## src/rtl/sad_disparity_scanner.sv

```systemverilog
`timescale 1ns/1ps
`default_nettype none
// -----------------------------------------------------------------------------
// sad_disparity_scanner - serial SAD stereo matcher, one candidate window per clock. Rev 1.0
// -----------------------------------------------------------------------------
module sad_disparity_scanner #(
   parameter  int MASK_SIZE     = 3,
   parameter  int MATCH_WIDE    = 16,
   parameter  int POSITION_BITS = 11,
   parameter  int PIX_BITS      = 8,
   localparam int N             = MATCH_WIDE - (MASK_SIZE - 1),
   localparam int COST_BITS     = PIX_BITS + $clog2(MASK_SIZE * MASK_SIZE),
   localparam int IDX_BITS      = $clog2(N)
) (
   input  logic                                      aclk,
   input  logic                                      areset,
   input  logic                                      in_valid,
   output logic                                      in_ready,
   input  logic [PIX_BITS*MASK_SIZE*MASK_SIZE-1:0]   in_mask,
   input  logic [PIX_BITS*MASK_SIZE*MATCH_WIDE-1:0]  in_match,
   input  logic [POSITION_BITS-1:0]                  in_mask_pos,
   input  logic [POSITION_BITS-1:0]                  in_match_pos,
   input  logic [COST_BITS-1:0]                      in_threshold,
   output logic                                      out_valid,
   input  logic                                      out_ready,
   output logic [7:0]                                out_disparity,
   output logic [COST_BITS-1:0]                      out_cost,
   output logic [IDX_BITS-1:0]                       out_index,
   output logic                                      out_invalid
);

   localparam logic [IDX_BITS-1:0] C_LAST = IDX_BITS'(N - 1);

   typedef enum logic [1:0] {
      S_IDLE = 2'd0,
      S_SCAN = 2'd1,
      S_DONE = 2'd2
   } state_t;

   state_t                                   r_state;
   state_t                                   w_next_state;
   logic                                     w_accept;

   logic [PIX_BITS*MASK_SIZE*MASK_SIZE-1:0]  r_mask;
   logic [PIX_BITS*MASK_SIZE*MATCH_WIDE-1:0] r_match;
   logic [POSITION_BITS-1:0]                 r_mask_pos;
   logic [POSITION_BITS-1:0]                 r_match_pos;
   logic [COST_BITS-1:0]                     r_thr;
   logic [IDX_BITS-1:0]                      r_cnt;
   logic [COST_BITS-1:0]                     r_best_cost;
   logic [IDX_BITS-1:0]                      r_best_idx;

   logic                                     r_in_ready;
   logic                                     r_out_valid;
   logic [7:0]                               r_out_disp;
   logic [COST_BITS-1:0]                     r_out_cost;
   logic [IDX_BITS-1:0]                      r_out_idx;
   logic                                     r_out_inv;

   logic [PIX_BITS-1:0]                      w_pa;
   logic [PIX_BITS-1:0]                      w_pb;
   logic [COST_BITS-1:0]                     w_sad;
   logic                                     w_better;
   logic [COST_BITS-1:0]                     w_new_cost;
   logic [IDX_BITS-1:0]                      w_new_idx;

   logic [POSITION_BITS:0]                   w_s;
   logic [POSITION_BITS:0]                   w_mp;
   logic [POSITION_BITS:0]                   w_dd;
   logic [31:0]                              w_d32;
   logic [7:0]                               w_disp;

   always_ff @(posedge aclk or posedge areset) begin
      if (areset) r_state <= S_IDLE;
      else        r_state <= w_next_state;
   end

   always_comb begin
      w_next_state = r_state;
      w_accept     = 1'b0;
      case (r_state)
         S_IDLE: begin
            if (in_valid && r_in_ready) begin
               w_accept     = 1'b1;
               w_next_state = S_SCAN;
            end
         end
         S_SCAN:  if (r_cnt == C_LAST) w_next_state = S_DONE;
         S_DONE:  if (out_ready)       w_next_state = S_IDLE;
         default: w_next_state = S_IDLE;
      endcase
   end

   // Window for candidate r_cnt starts at strip column r_cnt of every row.
   always_comb begin
      w_sad = '0;
      w_pa  = '0;
      w_pb  = '0;
      for (int r = 0; r < MASK_SIZE; r++) begin
         for (int c = 0; c < MASK_SIZE; c++) begin
            w_pa  = r_mask[(r*MASK_SIZE + c)*PIX_BITS +: PIX_BITS];
            w_pb  = r_match[(r*MATCH_WIDE + c + int'(r_cnt))*PIX_BITS +: PIX_BITS];
            w_sad = w_sad + COST_BITS'((w_pa > w_pb) ? (w_pa - w_pb) : (w_pb - w_pa));
         end
      end
   end

   assign w_better   = (w_sad < r_best_cost);
   assign w_new_cost = w_better ? w_sad : r_best_cost;
   assign w_new_idx  = w_better ? r_cnt : r_best_idx;

   assign w_s    = {1'b0, r_match_pos} + (POSITION_BITS+1)'(w_new_idx);
   assign w_mp   = {1'b0, r_mask_pos};
   assign w_dd   = w_mp - w_s;
   assign w_d32  = 32'(w_dd);
   assign w_disp = (w_mp > w_s) ? ((w_d32 > 32'd255) ? 8'hFF : w_d32[7:0]) : 8'h00;

   always_ff @(posedge aclk or posedge areset) begin
      if (areset) begin
         r_mask      <= '0;
         r_match     <= '0;
         r_mask_pos  <= '0;
         r_match_pos <= '0;
         r_thr       <= '0;
         r_cnt       <= '0;
         r_best_cost <= '1;
         r_best_idx  <= '0;
         r_in_ready  <= 1'b0;
         r_out_valid <= 1'b0;
         r_out_disp  <= '0;
         r_out_cost  <= '0;
         r_out_idx   <= '0;
         r_out_inv   <= 1'b0;
      end else begin
         r_in_ready  <= (w_next_state == S_IDLE);
         r_out_valid <= (w_next_state == S_DONE);
         case (r_state)
            S_IDLE: begin
               if (w_accept) begin
                  r_mask      <= in_mask;
                  r_match     <= in_match;
                  r_mask_pos  <= in_mask_pos;
                  r_match_pos <= in_match_pos;
                  r_thr       <= in_threshold;
                  r_cnt       <= '0;
                  r_best_cost <= '1;
                  r_best_idx  <= '0;
               end
            end
            S_SCAN: begin
               r_best_cost <= w_new_cost;
               r_best_idx  <= w_new_idx;
               if (r_cnt == C_LAST) begin
                  r_cnt      <= '0;
                  r_out_cost <= w_new_cost;
                  r_out_idx  <= w_new_idx;
                  r_out_disp <= w_disp;
                  r_out_inv  <= (w_new_cost > r_thr);
               end else begin
                  r_cnt <= r_cnt + 1'b1;
               end
            end
            default: ;
         endcase
      end
   end

   assign in_ready      = r_in_ready;
   assign out_valid     = r_out_valid;
   assign out_disparity = r_out_disp;
   assign out_cost      = r_out_cost;
   assign out_index     = r_out_idx;
   assign out_invalid   = r_out_inv;

endmodule
`default_nettype wire

```

## config.mk

```make
export PLATFORM = sky130hd
export DESIGN_NAME = sad_disparity_scanner
export DESIGN_NICKNAME = d
export VERILOG_FILES = /design/src/rtl/sad_disparity_scanner.sv
export SDC_FILE = /design/constraint.sdc
export NUM_CORES = 2
export LEC_CHECK = 0
export CORE_MARGIN = 2
export CORE_UTILIZATION = 45
export DETAILED_ROUTE_END_ITERATION = 10
export PLACE_DENSITY = 0.74
export RECOVER_POWER = 50
export SLEW_MARGIN = 10
export SYNTH_ARGS = -nofsm -noshare
export SYNTH_HDL_FRONTEND = slang
export SYNTH_SLANG_ARGS = --single-unit
```

## constraint.sdc

```tcl
create_clock -name aclk -period 57.4 [get_ports aclk]
set_input_delay 17.22 -clock aclk [delete_from_list [all_inputs] [get_ports aclk]]
set_output_delay 17.22 -clock aclk [all_outputs]
set_load 0.02 [all_outputs]
```

==> flow_summary.toml <==
[run_status]
status = "finished with violations"
violations = "max-capacitance violations, max-slew violations"

[global_route]
grt_max_degree = 223
antenna_found_initial = 10
first_global_vias = 33230
overflow = 0
grt_pass1_wl_um = 198300
track_usage_pct = 29.12

[die]
ios = 521
coreArea_um2 = 85010
rows = 107
dieWidth_um = 296.8
die_area_um2 = 88060
fp.dieH_um = 296.8
initial_core_util_pct = 45.36

[routing]
drt-initial-drc-count = 3290
totalWireLength_um = 131400
dr.pass1.iters = 6
vias = 33950
post_drt_wl_per_cell_um = 22.27
final_antenna_net_count = 0
viasPerCell = 5.752
remaining_drc_errors = 0

[clock_network]
cts_tree = "done"
clk_latency_ns = 0.66
htree_num_levels = 2
cts.reportedPaths.clkPinSlew_ns = 0.06
cts_setup_buffers = 0
cts_sinks = 539
cts_buffer_depth = 3
ctsHoldBuffers = 0
cts-root-buf = "clkbuf_16"
cts_resized = 0
cts_buffers = 59

[synth]
synth-edff-count = 0
synth-seq-cells = 539
ys_types = 75
syn_inst = 4346
syn-num-nets = 5121
yosys_warnings = 0
synth_area_leader_cell = "dfrtp_1"
avgSynthCellArea_um2 = 8.874
synthTopCellsByArea = "dfrtp_1 (34%), nand2_1 (14%), mux4_2 (8.5%), ha_1 (6.4%), mux2i_1 (4.9%)"
ys_seq_area_share_pct = 35.01
netlist.area_leader.share_pct = 34.20
synthFlopType = "dfrtp_1"
synthArstFlopShare_pct = 100.0
syn-cell-area_um2 = 38570

[critical_path]
crit_chain = "dlygate4sd3_1, nand3_1, clkbuf_1, clkbuf_1, nand2_1, nand2_1"
cp.required_ns = 57.95
critPathMaxStageDelay_ns = 6.90
end_kind = "register"
worst-setup-path-type = "input port to register"
cp_top_family = "buffers and inverters"
worstPathMaxFanout = 222
cp_num_buf_inv = 3
critPathLaunchType = "input port"
cp_slowest_cell = "clkbuf_1"
crit_arrival_ns = 29.69

[placed_design]
gp_congestion = 0.9347
dpl-instance-area_um2 = 44480
port_buffers = 520
post-dp-hpwl_um = 99490

[final_layout]
finalNetCount = 5473
stdcell_area_um2 = 46440
fillers = 7667
drive_gt1_share_pct = 8.467
syn2layout_area_growth_pct = 20.41
final_common_cell = "nand2_1"
final_cell_mix = "nand2_1 (1415), dfrtp_1 (524), clkdlybuf4s50_1 (490), inv_1 (295), o21ai_0 (237)"

[timing]
finalMaxSlewViolations = 1122
period_needed_ns = 29.15
setup_viol = 0
slew_headroom_pct = -562.5
max_freq_mhz = 34.31
grt_setup_unrepaired = "false"
tightestPinTransition_ns = 9.937
setup-tns-final_ns = 0
post-route-period-util_pct = 50.78
final-hold-violation-count = 0
skew_ns = 0.02297

[job]
cap_violations = 10

[min_path]
min_path_type = "register to register"
through the flow:
| step | hold WS (ns) | utilization, % | instances | worst slack, ns |
|---|---|---|---|---|
| 2_1_floorplan | 0.4410 | - | 4346 | 25.13 |
| 6_report | 0.4713 | 54.62 | 5902 | 28.25 |
| 4_1_cts | 0.4814 | 54.75 | 5892 | 37.09 |
| 5_1_grt | 0.4956 | 54.62 | 5902 | 26.60 |
| 3_3_place_gp | 0.4593 | 52.32 | 5781 | 36.42 |
| 3_5_place_dp | 0.4625 | 52.32 | 5781 | 36.39 |
cells in the mapped netlist, types with 48 or more instances:
master,number
a21o_1,105
a21oi_1,133
buf_2,59
clkbuf_1,180
dfrtp_1,527
fa_1,85
ha_1,196
inv_1,296
mux2_2,90
mux2i_1,187
mux4_2,145
nand2_1,1417
nor2_1,92
o21ai_0,236
o22ai_1,63
xnor2_1,48
worst paths after layout:
kind | from | to | slack [ns] | depth (start not counted)
max | in_valid | r_match[47]$_DFFE_PP0P_ | 28.25 | 6
min | out_disparity[1]$_DFFE_PP0P_ | out_disparity[1]$_DFFE_PP0P_ | 0.47 | 1
max reg2reg | r_cnt[1]$_DFFE_PP0P_ | out_disparity[6]$_DFFE_PP0P_ | 34.13 | 50
min reg2reg | out_disparity[1]$_DFFE_PP0P_ | out_disparity[1]$_DFFE_PP0P_ | 0.47 | 1
max in group asynchronous | areset | r_cnt[2]$_DFFE_PP0P_ | 28.80 | 3
min in group asynchronous | areset | r_match[284]$_DFFE_PP0P_ | 18.52 | 2
kinds of logic after synthesis:
kind of cell	after synthesis	share of synthesized area [%]
muxes	432	16.34
AOI/OAI and AO/OA	786	13.27
and+or+nand+nor	1677	17.32
buffers and inverters	559	5.652
xor gates and xnor gates	72	1.635
adders and majority gates	281	10.77
DFF	539	35.01
registers in the layout, indices dropped and copies added, names as in the netlist, 8 cells and up:
register	flops
r_thr	12
r_match	384
out_cost	12
r_match_pos	11
r_mask	72
r_best_cost	12
out_disparity	8
r_mask_pos	11
final cells by class:
cell class,count,area (um2),share of cell area (%)
tap,1144,1431,3.082
antenna,10,25.02,0.05389
sequential,539,13510,29.10
multi-input combinational,3248,22860,49.23
clock inverter,41,450.4,0.9700
clock buffer,70,1618,3.484
inverter,298,1120,2.411
timing repair buffer,552,5420,11.67
per-layer routing:
layer	wire length (um)	global-route usage, %	part of all wire [%]	vias to the layer above
met1	54660	40.28	42	16610
met5	0	0	0	-
met3	11060	5.296	8.4	285
met4	6322	12.80	4.8	0
met2	59390	44.78	45	1550
li1	-	-	-	15510
Power is not shown: default switching activity piles up to over one toggle a cycle in this logic, so the estimate is an artifact.
